$ cat src/rtl/rom_page_loader.sv
// Loads a host-streamed system ROM image into SDRAM, one byte per two ce_ref slots,
// remapping 16 KB pages. Optional byte checksum output under ROM_PAGE_LOADER_CHECKSUM_EN.
module rom_page_loader (
  input  logic        clk_sys,
  input  logic        reset,
  input  logic        ce_ref,
  input  logic        ioctl_download,
  input  logic [7:0]  ioctl_index,
  input  logic        ioctl_wr,
  input  logic [24:0] ioctl_addr,
  input  logic [7:0]  ioctl_dout,
  output logic        ioctl_wait,
  output logic        boot_wr,
  output logic [22:0] boot_a,
  output logic [1:0]  boot_bank,
  output logic [7:0]  boot_dout,
  output logic        rom_busy,
  output logic        done,
  output logic [2:0]  pages_done,
  output logic        overflow
`ifdef ROM_PAGE_LOADER_CHECKSUM_EN
  ,
  output logic [15:0] checksum
`endif
);

  typedef enum logic [1:0] {StIdle, StArm, StWrite} state_e;

  state_e      state;
  logic        busy_q;
  logic        busy_rise;
  logic        busy_fall;
  logic [10:0] page;
  logic        page_mapped;
  logic [8:0]  page_base;
  logic [1:0]  page_bank;

  assign rom_busy  = ioctl_download && (ioctl_index == 8'd0);
  assign busy_rise = rom_busy && !busy_q;
  assign busy_fall = !rom_busy && busy_q;

  assign page        = ioctl_addr[24:14];
  assign page_mapped = (page < 11'd6);

  // Pages 0-2 and 3-5 share the same SDRAM layout, split across two banks.
  always_comb begin
    page_base = 9'h000;
    page_bank = 2'd0;
    case (page[2:0])
      3'd0: page_base = 9'h000;
      3'd1: page_base = 9'h100;
      3'd2: page_base = 9'h107;
      3'd3: begin page_base = 9'h000; page_bank = 2'd1; end
      3'd4: begin page_base = 9'h100; page_bank = 2'd1; end
      3'd5: begin page_base = 9'h107; page_bank = 2'd1; end
      default: begin page_base = 9'h000; page_bank = 2'd0; end
    endcase
  end

  always_ff @(posedge clk_sys) begin
    if (reset) begin
      state      <= StIdle;
      busy_q     <= 1'b0;
      ioctl_wait <= 1'b0;
      boot_wr    <= 1'b0;
      boot_a     <= '0;
      boot_bank  <= '0;
      boot_dout  <= '0;
      done       <= 1'b0;
      pages_done <= '0;
      overflow   <= 1'b0;
`ifdef ROM_PAGE_LOADER_CHECKSUM_EN
      checksum   <= '0;
`endif
    end else begin
      busy_q <= rom_busy;
      if (busy_rise) begin
        done       <= 1'b0;
        pages_done <= '0;
        overflow   <= 1'b0;
`ifdef ROM_PAGE_LOADER_CHECKSUM_EN
        checksum   <= '0;
`endif
      end else if (busy_fall) begin
        done <= 1'b1;
      end

      case (state)
        StIdle: begin
          if (rom_busy && ioctl_wr) begin
            if (page_mapped) begin
              boot_dout  <= ioctl_dout;
              boot_a     <= {page_base, ioctl_addr[13:0]};
              boot_bank  <= page_bank;
              ioctl_wait <= 1'b1;
              state      <= StArm;
            end else begin
              overflow <= 1'b1;
            end
          end
        end
        StArm: begin
          if (ce_ref) begin
            boot_wr <= 1'b1;
            state   <= StWrite;
          end
        end
        StWrite: begin
          // Completion is independent of rom_busy so an in-flight byte always lands.
          if (ce_ref) begin
            boot_wr    <= 1'b0;
            ioctl_wait <= 1'b0;
            state      <= StIdle;
            if (boot_a[13:0] == 14'h3FFF && pages_done != 3'd6) begin
              pages_done <= pages_done + 3'd1;
            end
`ifdef ROM_PAGE_LOADER_CHECKSUM_EN
            checksum <= checksum + {8'h00, boot_dout};
`endif
          end
        end
        default: state <= StIdle;
      endcase
    end
  end

endmodule

$ cat config.mk
export PLATFORM = sky130hd
export DESIGN_NAME = rom_page_loader
export DESIGN_NICKNAME = d
export VERILOG_FILES = /design/src/rtl/rom_page_loader.sv
export SDC_FILE = /design/constraint.sdc
export NUM_CORES = 1
export LEC_CHECK = 0
export ABC_AREA = 1
export CORE_UTILIZATION = 38
export CTS_CLUSTER_DIAMETER = 40
export DETAILED_ROUTE_END_ITERATION = 6
export PLACE_DENSITY = 0.79
export SYNTH_ARGS = -nofsm -noshare
export SYNTH_HDL_FRONTEND = slang
export SYNTH_SLANG_ARGS = --single-unit
$ cat constraint.sdc
create_clock -name clk_sys -period 1.42 [get_ports clk_sys]
set_input_delay 0.142 -clock clk_sys [delete_from_list [all_inputs] [get_ports clk_sys]]
set_output_delay 0.142 -clock clk_sys [all_outputs]
set_load 0.05 [all_outputs]
# [Word level (Yosys, flattened, before mapping)]
# Index checks and enable logic that the tools add are counted.
# Widths: inputs -> output; s select.
[totals] output_inout_bits=41 regBits=43 elab_cells=65
[op_classes] reduce_logical=19 n_addsub=1 mux=21 order_cmp=1 n_eq_ne=13
[op_table] operator="$pmux 9 s2" count=1
[op_table] operator="$eq 14x14->1 const B" count=1
[op_table] operator="$mux 3" count=4
[op_table] operator="$lt 11x3->1 const B" count=1
[op_table] operator="$mux 1" count=9
[op_table] operator="$logic_not 8->1" count=1
[op_table] operator="$mux 2" count=4
[op_table] operator="$ne 2x2->1 const B" count=4
[op_table] operator="$reduce_and 4->1" count=2
[op_table] operator="$eq 3x2->1 const B" count=2
[op_table] operator="$eq 3x3->1 const B" count=2
[op_table] operator="$pmux 2 s3" count=1
[op_table] operator="$reduce_and 3->1" count=2
[op_table] operator="$reduce_or 2->1" count=3
[op_table] operator="$logic_and 1x1->1" count=5
[op_table] operator="$pmux 1 s2" count=2
[op_table] operator="$reduce_bool 2->1" count=2
[op_table] operator="$add 3x1->3 const B" count=1
[op_table] operator="$eq 3x1->1 const B" count=1
[op_table] operator="$ne 3x3->1 const B" count=1
[op_table] operator="$reduce_or 3->1" count=1
[op_table] operator="$eq 2x1->1 const B" count=1
[op_table] operator="$eq 2x2->1 const B" count=1
[op_table] operator="$logic_not 1->1" count=2
[op_table] operator="$logic_not 2->1" count=1

# [Logic depth before layout (Yosys ltp)]
# Gate-level depths: netlist (run 1).
[depth] word_depth=7 ltp_mapped=10 depth_no_buf=10

# [Least setup slack after synthesis (run 1)]
# No wires, ideal clock.
[synth_timing] path_kind="reg-to-reg" from="register pages_done[0]" to="register pages_done[0]" slack_ps=-279 stages_incl_launch_ff=9 required_ps=1307 n_path_buf=0 arrival_time_ps=1586 synth_period_minus_slack_ps=1699 cell_sequence="dfxtp_1 -> inv_1 -> ha_1 -> nand2_1 -> nand4_1 -> nor4_4 -> nand2_1 -> nand2_1 -> nor2_1"
[synth_via] elab_chain_len=5 word_cells_on_any_way=7 classes_between="add/sub: 1; eq/ne: 1; mux: 4; reduce/logical: 1"
[synth_lines] item="start, declared" line="19" text="output logic [2:0] pages_done,"
[synth_lines] item="start signal, assigned" line="115" text="pages_done <= pages_done + 3'd1;"
[synth_lines] item="parallel branches: the longest is 4 deep, another holds $add 3x1->3"
[synth_lines] item="$mux 3 (*)" line="88" text="case (state)"
# Every way passes the cells marked *.
# A chain may end at the register's enable or synchronous reset.

# [Worst setup path in the final report (run 1)]
[layout_timing] from="input ioctl_addr[15]" to="register boot_a[4]"
[layout_via] elab_chain_len=2
[layout_lines] item="start, declared" line="10" text="input logic [24:0] ioctl_addr,"
[layout_lines] item="$lt 11x3->1" line="43" text="assign page_mapped = (page < 11'd6);"
[layout_lines] item="$reduce_and 3->1 (no line)"
[layout_lines] item="end signal, assigned" line="93" text="boot_a <= {page_base, ioctl_addr[13:0]};"
[layout_lines] item="end, declared" line="14" text="output logic [22:0] boot_a,"
# No other way between the ends.

==> results of run 1 <==
-- metrics by stage --
| stage | TNS, ns | utilization (%) | cell area (um2) | worst slack (ns) | hold WS, ns |
|---|---|---|---|---|---|
| global placement | -6.89 | 61.5 | 2480 | -0.271 | 0.435 |
| global route | -0.238 | 66.9 | 2700 | -0.0569 | 0.306 |
| floorplan | 0 | - | 1640 | 0.000827 | 0.306 |
| CTS | 0 | 63.3 | 2550 | 0.0103 | 0.447 |
| detailed placement | -8.21 | 61.5 | 2480 | -0.312 | 0.438 |
| finish | 0 | 66.9 | 2700 | 0.0380 | 0.279 |
-- registers in the layout, indices dropped and copies added (netlist names) --
name / cells
done: 1
pages_done: 3
state: 2
boot_a: 16
ioctl_wait: 1
busy_q: 1
overflow: 1
boot_dout: 8
boot_bank: 1
boot_wr: 1
-- cells in the mapped netlist (2+ instances only) --
| cell type | n |
|---|---|
| nor2_1 | 70 |
| dfxtp_1 | 35 |
| nand2_1 | 30 |
| o21ai_0 | 28 |
| inv_1 | 15 |
| buf_4 | 8 |
| a21oi_1 | 6 |
| nand4_1 | 4 |
| clkbuf_1 | 3 |
| nand3_1 | 3 |
| buf_6 | 2 |
| clkbuf_2 | 2 |
| ha_1 | 2 |
| nor2_2 | 2 |
-- worst min-delay path by stage --
stage                     slack, ns           start      endpoint  depth (start not counted)
after floorplan                0.31   ioctl_dout[0]  boot_dout[0]                          2
after global placement         0.43         boot_wr       boot_wr                          2
after detailed placement       0.44         boot_wr       boot_wr                          2
after CTS                      0.45         boot_wr       boot_wr                          2
after global routing           0.31  ioctl_index[7]        busy_q                          4
final                          0.28  ioctl_index[6]        busy_q                          4
-- layout make-up --
class | count | area, um2 | share of cell area, %
Clock inverter | 1 | 5.00 | 0.186
Multi-Input combinational cell | 159 | 786 | 29.2
Clock buffer | 7 | 76.3 | 2.83
Timing Repair Buffer | 99 | 971 | 36.0
Inverter | 17 | 73.8 | 2.74
Tap cell | 50 | 62.6 | 2.32
Sequential cell | 35 | 721 | 26.7
-- routing by layer --
| layer | global-route usage [%] | wire length, um | share of wire (%) |
|---|---|---|---|
| met1 | 20.2 | 1600 | 40 |
| met2 | 31.6 | 2050 | 52 |
| met3 | 4.28 | 273 | 6.9 |
| met4 | 8.24 | 52 | 1.3 |
| met5 | 0 | 0 | 0 |
-- worst min-delay path, stage by stage --
cell	delay, ns
dlymetal6s2s_1	0.13
nor3b_4	0.06
nand2_1	0.14
nor2_1	0.05
-- power groups by stage --
stage	clock (mW)	combinational, mW	sequential (mW)
after global routing	0.727	0.249	0.978
after floorplan	0	0.0943	1.00
after detailed placement	0	0.226	1.00
after CTS	0.698	0.227	0.979
after global placement	0	0.225	1.00
final	0.676	0.230	0.979
-- what timing repair did --
item                       in CTS  in global routing
resized for setup               1                 31
setup endpoints to repair       4                 29
setup buffers                   0                  2
pin swaps                       2                 14
cloned                          0                  2
-- cell families (layout without fill, tap and decap cells) --
family	after synthesis	in the layout
and+or+nand+nor	115	115
other	1	6
buffers and inverters	32	124
AOI/OAI and AO/OA	36	36
adders and majority gates	2	2
DFF	35	35
==> results.toml, run 1 <==
[run_status]
status = "finished, final reports clean"

[worst_setup_path]
critical_path_buf_inv_count = 2
path_delay_family = "buffers and inverters"
worst_path_max_delay_cell = "clkdlybuf4s50_1"
setup.worst_path.class = "input pin to flop"
cp-end-kind = "flop"
cp.depth = 8
cp.arrival_ns = 1.55
cp-start-kind = "input pin"
critical_path.cell_chain = "clkdlybuf4s50_1, nand2_2, nand3_2, nor2_4, nand3_4, clkbuf_16, o21ai_0, nor2_1"
cp_slowest_stage_delay_ns = 0.44
setup.worst_path.start = "ioctl_addr[15]"
r2r_slack_ns = 0.05
r2r_start = "state[0]"
r2r_end = "boot_a[4]"
ff2ff_path_depth = 5
crit_path_end = "boot_a[4]"
critPathMaxFanout = 7
critPathRequiredTime_ns = 1.59

[timing]
finalClockSkew_ns = 0.00291
finalCritPeriodShare_pct = 97.3
rsz0062_at_grt = "true"
slew_viol_final = 0
setup_viol = 0
max_slew_margin_pct = 51.3
max_freq_mhz = 724
tightest_slew_ns = 0.730
hold_viol_final = 0
fin_crit_ns = 1.38

[power_and_ir_drop]
pwr_density_cell_nw_per_um2 = 699
netSwitchingFraction_pct = 22.8
pwr-share-comb_pct = 12.2
irDropWorstVdd_uv = 397
seqPwrFrac_pct = 51.9
power_switching_mw = 0.429
p_total_mw = 1.89
power_frac_clock_pct = 35.9
intPower_mw = 1.46
power_leakage_nw = 1.25

[synth]
yosys.area_share.simple_pct = 31.8
synth_xor_area_share_pct = 0
synthTopCellsByArea = "dfxtp_1 (44%), nor2_1 (16%), o21ai_0 (8.8%)"
yosys_warnings = 0
yosysTopAreaCell = "dfxtp_1"
async_reset_ff_share_pct = 0
synth.distinct_cells = 25
syn_area_um2 = 1600
synth_edf_count = 0
synthDominantCellAreaShare_pct = 43.9
synthAdderAreaFrac_pct = 1.57
ys_ff_latch = 35
synthCells = 221
synth_mux_area_share_pct = 0
synth_compound_area_share_pct = 11.6
ys_seq_area_share_pct = 43.9
avgSynthCellArea_um2 = 7.22
synth_ff_type = "dfxtp_1"
synth_top_family_by_area = "simple AND/OR/NAND/NOR gates"

[route]
routedWlPerCell_um = 10.8
num_vias = 1683
dr.pass1.iters = 4
dr.first_iter.drc_count = 79
drc = 0
vias_per_cell = 4.57
drt_wl_total_mm = 3.98
ant_nets = 0

[layout]
final_cell_mix = "nor2_1 (68), buf_4 (46), clkdlybuf4s50_1 (36)"
final_common_cell = "nor2_1"
final_cell_count_no_fill = 368
n_antenna_cell = 0
layout-drive-gt1-share_pct = 29.6
nFillCells = 361
area_growth_pct = 68.8
nNetsFinal = 365

[grt]
overflow = 0
antenna_found_initial = 0
grt_pass1_vias = 1488
grt_max_degree = 29
grt.total_usage_pct = 17.9
grt_pass1_wl_mm = 6.00

[clocking]
clkTransAtPathRegs_ns = 0.07
clock_latency_ns = 0.28
cts_buffer_depth = 2
clock_sinks = 35
cts_hold_buffers = 0
htree_num_levels = 2
cts_made_buffers = 5
cts_root_buf = "clkbuf_8"
cts_tree = "yes"

[floorplan]
die_w_um = 66.8
die_area_um2 = 4460
start_util_pct = 39.6
fp.dieH_um = 66.8
core_area_um2 = 4030
ios = 87
rows = 23

[placed_design]
io_buffers = 80
gp_congestion = 0.790
dp_hpwl_mm = 2.94
dp.cells = 357

[flow_run]
drv_cap = 0

[min_path]
hold_class = "input pin to flop"
No activity file was read; power rests on OpenSTA's default activity.
==> run 2, diff against run 1 <==
- CORE_ASPECT_RATIO: unset -> 0.75
==> run 2 against run 1 <==
  * Fmax rose by 1.5%
  * Critical path depth did not move
  * Sequential power barely moved
  * Critical path type unchanged
  * Critical endpoint is now boot_a[8]
  * Largest cell class unchanged
  * Highest routed layer unchanged
==> results.toml, run 2 (synthesis gave the netlist of run 1 again) <==
[grt]
grt_max_degree = 29
grt_pass1_wl_mm = 6.63
overflow = 0
grt.total_usage_pct = 19.1
antenna_found_initial = 0
grt_pass1_vias = 1544

[route]
routedWlPerCell_um = 11.1
dr.first_iter.drc_count = 63
ant_nets = 0
dr.pass1.iters = 4
drt_wl_total_mm = 4.11
num_vias = 1693
drc = 0
vias_per_cell = 4.55

[worst_setup_path]
setup.worst_path.class = "input pin to flop"
r2r_start = "state[1]"
r2r_end = "pages_done[0]"
cp-end-kind = "flop"
critPathRequiredTime_ns = 1.60
ff2ff_path_depth = 8
cp.arrival_ns = 1.54
cp-start-kind = "input pin"
r2r_slack_ns = 0.07
critPathMaxFanout = 7
crit_path_end = "boot_a[8]"
setup.worst_path.start = "ioctl_addr[15]"

[power_and_ir_drop]
pwr-share-comb_pct = 11.6
pwr_density_cell_nw_per_um2 = 735
netSwitchingFraction_pct = 22.5
intPower_mw = 1.55
irDropWorstVdd_uv = 577
power_frac_clock_pct = 39.5
seqPwrFrac_pct = 48.9
power_leakage_nw = 1.24
power_switching_mw = 0.450

[floorplan]
die_w_um = 76.8
core_area_um2 = 4030
ios = 87
rows = 20
fp.dieH_um = 58.1
die_area_um2 = 4470
start_util_pct = 39.6

[layout]
final_cell_mix = "nor2_1 (69), buf_4 (44), clkdlybuf4s50_1 (36)"
n_antenna_cell = 0
layout-drive-gt1-share_pct = 30.3
reg_top3 = "boot_a (16), boot_dout (8), pages_done (3)"
final_common_cell = "nor2_1"
largest_register_ffs = 16
post-route-util_pct = 67.6
nNetsFinal = 364
top_register = "boot_a"
area_growth_pct = 70.7

[clocking]
cts_root_buf = "clkbuf_8"
htree_num_levels = 2
clock_sinks = 35
cts_tree = "yes"
clkTransAtPathRegs_ns = 0.07
cts_hold_buffers = 0
clock_latency_ns = 0.29
cts_made_buffers = 5
cts_buffer_depth = 2

[timing]
max_freq_mhz = 735
whs_ns = 0.292
setup_viol = 0
finalCritPeriodShare_pct = 95.9
hold_viol_final = 0
slew_viol_final = 0
fin_setup_tns_ns = 0
fin_crit_ns = 1.36
finalClockSkew_ns = 0.00300

[flow_run]
drv_cap = 0

[placed_design]
gp_congestion = 0.783
dp_hpwl_mm = 3.01
io_buffers = 80

[run_status]
status = "finished, final reports clean"

[min_path]
hold_class = "input pin to flop"
-- run 2: cell types whose count changed in the layout (fill, tap and decap cells not counted), moves of 2 or more --
cell      previous run  this run
inv_2                2         0
o21ai_0             24        12
buf_12               4         6
o21ai_2              2         4
buf_4               46        44
o21ai_1              2        11
clkbuf_8             5         7
-- run 2: metrics by stage --
stage | cell area [um2] | worst slack, ns | cells | total power [mW]
finish | 2730 | 0.0587 | 372 | 2.00
global route | 2730 | -0.0405 | 372 | 2.09
CTS | 2600 | 0.00713 | 368 | 2.01
detailed placement | 2490 | -0.315 | 359 | 1.22
global placement | 2490 | -0.271 | 359 | 1.22
floorplan | 1640 | 0.000827 | 226 | 1.10
-- run 2: cell type report --
class	count	area, um2
Clock buffer	8	100
Fill cell	337	1300
Inverter	17	80.1
Multi-Input combinational cell	159	787
Sequential cell	35	722
Tap cell	55	68.8
Timing Repair Buffer	98	967
-- run 2: how the worst min path moves through the flow --
| stage | start | end | slack, ns | cells after the start |
|---|---|---|---|---|
| 3_3_place_gp | boot_wr | boot_wr | 0.45 | 2 |
| 5_1_grt | ioctl_index[7] | busy_q | 0.32 | 5 |
| 6_report | ioctl_index[7] | busy_q | 0.29 | 5 |
| 4_1_cts | boot_wr | boot_wr | 0.46 | 2 |
| 3_5_place_dp | boot_wr | boot_wr | 0.45 | 2 |
| 2_1_floorplan | ioctl_dout[0] | boot_dout[0] | 0.31 | 2 |
-- run 2: routing by layer --
metal | vias to the layer above | track usage (%) | share of wire, %
met5 | - | 0 | 0
met4 | 0 | 9.62 | 2.0
met3 | 10 | 6.14 | 6.8
met2 | 56 | 32.8 | 48
met1 | 753 | 21.8 | 43
li1 | 874 | - | -
-- run 2: repair_timing --
action,4_1_cts,5_1_grt
hold endpoints to repair,0,0
endpoints found under the setup margin,6,28
gates resized for setup,4,43
pin swaps,2,11
cloned,0,1
buffers inserted,1,3
-- run 2: power by group through the flow --
stage               logic (mW)  clock network (mW)  registers, mW
finish                   0.232               0.792          0.979
global route             0.250               0.859          0.978
CTS                      0.223               0.808          0.979
detailed placement       0.223                   0           1.00
global placement         0.220                   0           1.00
floorplan               0.0943                   0           1.00
-- run 2: critical path: stages --
cell and delay, ns:
clkdlybuf4s50_1 0.42, nand2_1 0.10, nand3_1 0.12, nor2_4 0.15, nand3_4 0.18, clkbuf_16 0.22
o21ai_2 0.13, nor2_1 0.07
==> run 3, diff against run 2 <==
- CORE_UTILIZATION: 38 -> 40
- PLACE_DENSITY: 0.79 -> 0.82
- clock period: 1.42 -> 1.6 ns (I/O delays scaled with it)
==> run 3 against run 2 <==
  * Critical path depth shrank 1
  * Global-route usage down 0.12 points
  * Final cell count decreased by 3.5%
  * Register-to-register slack improved by 0.07 ns
  * Worst hold slack improved by 0.15 ns
  * Sequential share of layout area increased by 1.7 points
  * Wire length shrank 5.9%
  * Non-clock buffer count decreased by 8
  * Combinational power fell by 15%
  * Sequential power shrank 11%
  * Final area shrank 8.7%
  * Largest power group unchanged
==> results.toml, run 3 (synthesis gave the netlist of run 1 again) <==
[layout]
layout-drive-gt1-share_pct = 19.2
n_antenna_cell = 0
reg_top3 = "boot_a (16), boot_dout (8), pages_done (3)"
final_cell_mix = "nor2_1 (70), clkdlybuf4s50_1 (45), buf_4 (41)"
nNetsFinal = 356
area_growth_pct = 55.9
nFillCells = 338
top_register = "boot_a"
largest_register_ffs = 16
final_common_cell = "nor2_1"
final_cell_count_no_fill = 359

[floorplan]
die_w_um = 75.0
ios = 87
rows = 19
die_area_um2 = 4250
core_area_um2 = 3730
fp.dieH_um = 56.7
start_util_pct = 42.8

[timing]
fin_crit_ns = 1.52
rsz0062_at_grt = "false"
finalCritPeriodShare_pct = 95.1
max_slew_margin_pct = 51.6
max_freq_mhz = 657
hold_viol_final = 0
worst_slack_ns = 0.0787
whs_ns = 0.443
finalClockSkew_ns = 0.00224
setup_viol = 0
tightest_slew_ns = 0.725
fin_setup_tns_ns = 0
slew_viol_final = 0

[placed_design]
gp_congestion = 0.811
post-place-ws_ns = -0.191
io_buffers = 80
dp.cells = 353
dp_hpwl_mm = 3.04

[clocking]
clock_latency_ns = 0.28
htree_num_levels = 2
cts_tree = "yes"
cts_root_buf = "clkbuf_8"
clkTransAtPathRegs_ns = 0.06
cts_hold_buffers = 0
clock_sinks = 35
cts_made_buffers = 5
cts_buffer_depth = 2
cts_setup_buffers = 0

[worst_setup_path]
cp-start-kind = "input pin"
critPathRequiredTime_ns = 1.44
setup.worst_path.class = "input pin to output port"
critPathMaxFanout = 3
cp.arrival_ns = 1.36
cp-end-kind = "output port"

[grt]
grt_max_degree = 29
grt_pass1_wl_mm = 6.20
grt.total_usage_pct = 19.0
overflow = 0
grt_pass1_vias = 1482
antenna_found_initial = 0

[route]
dr.pass1.iters = 4
vias_per_cell = 4.58
ant_nets = 0
num_vias = 1643
routedWlPerCell_um = 10.8
drc = 0
dr.first_iter.drc_count = 63
drt_wl_total_mm = 3.87

[flow_run]
drv_cap = 0

[power_and_ir_drop]
power_leakage_nw = 1.08
irDropWorstVdd_uv = 465
pwr_density_cell_nw_per_um2 = 658
p_total_mw = 1.64

[run_status]
status = "finished, final reports clean"

[min_path]
hold_class = "flop to flop"
run 3: changes by cell type in the layout (fill, tap and decap cells not counted), sizes merged:
cell	previous run	this run
clkbuf	9	6
buf	52	45
dlygate4sd2	1	0
clkinvlp	1	0
clkdlybuf4s50	36	45
clkinv	0	1
dlymetal6s2s	8	0
run 3: routing by layer:
layer  track usage (%)  up-vias  wire [um]
li1                  -      858          -
met1              23.9      715       1800
met2              32.0       68       1760
met3              5.57        2        296
met4              3.77        0         17
met5                 0        -          0
run 3: final timing paths:
kind                                     start             to  slack (ns)  depth (start not counted)
worst min-delay path                   boot_wr        boot_wr        0.44                          2
worst max-delay path            ioctl_index[1]       rom_busy        0.08                          7
worst max register to register   pages_done[0]  pages_done[0]        0.14                          8
worst min register to register         boot_wr        boot_wr        0.44                          2
run 3: where the power goes:
part | total [mW] | internal (mW) | switching (mW)
clock network | 0.568 | 0.290 | 0.278
registers | 0.871 | 0.871 | 0.0000575
logic | 0.198 | 0.116 | 0.0822
run 3: final cells by class:
type	count	area, um2	area share (%)
Inverter	17	70.1	2.82
Timing Repair Buffer	90	838	33.7
Multi-Input combinational cell	159	741	29.8
Tap cell	52	65.1	2.61
Sequential cell	35	702	28.2
Clock buffer	6	72.6	2.92
run 3: worst max-delay path: stages:
cell and delay (ns):
clkdlybuf4s50_1 0.40, or2_0 0.24, nor2_2 0.11, nand2_1 0.07
buf_4 0.14, inv_1 0.09, buf_12 0.14
run 3: per-stage QoR:
stage	util [%]	area [um2]
after floorplan	-	1620
after detailed placement	64.7	2420
final	66.7	2490
after CTS	66.7	2490
after global placement	64.7	2420
after global routing	66.7	2490
run 3: what timing repair did:
action	in CTS	in global routing
gates resized for setup	0	1
setup endpoints to repair	0	2
hold endpoints to repair	0	0
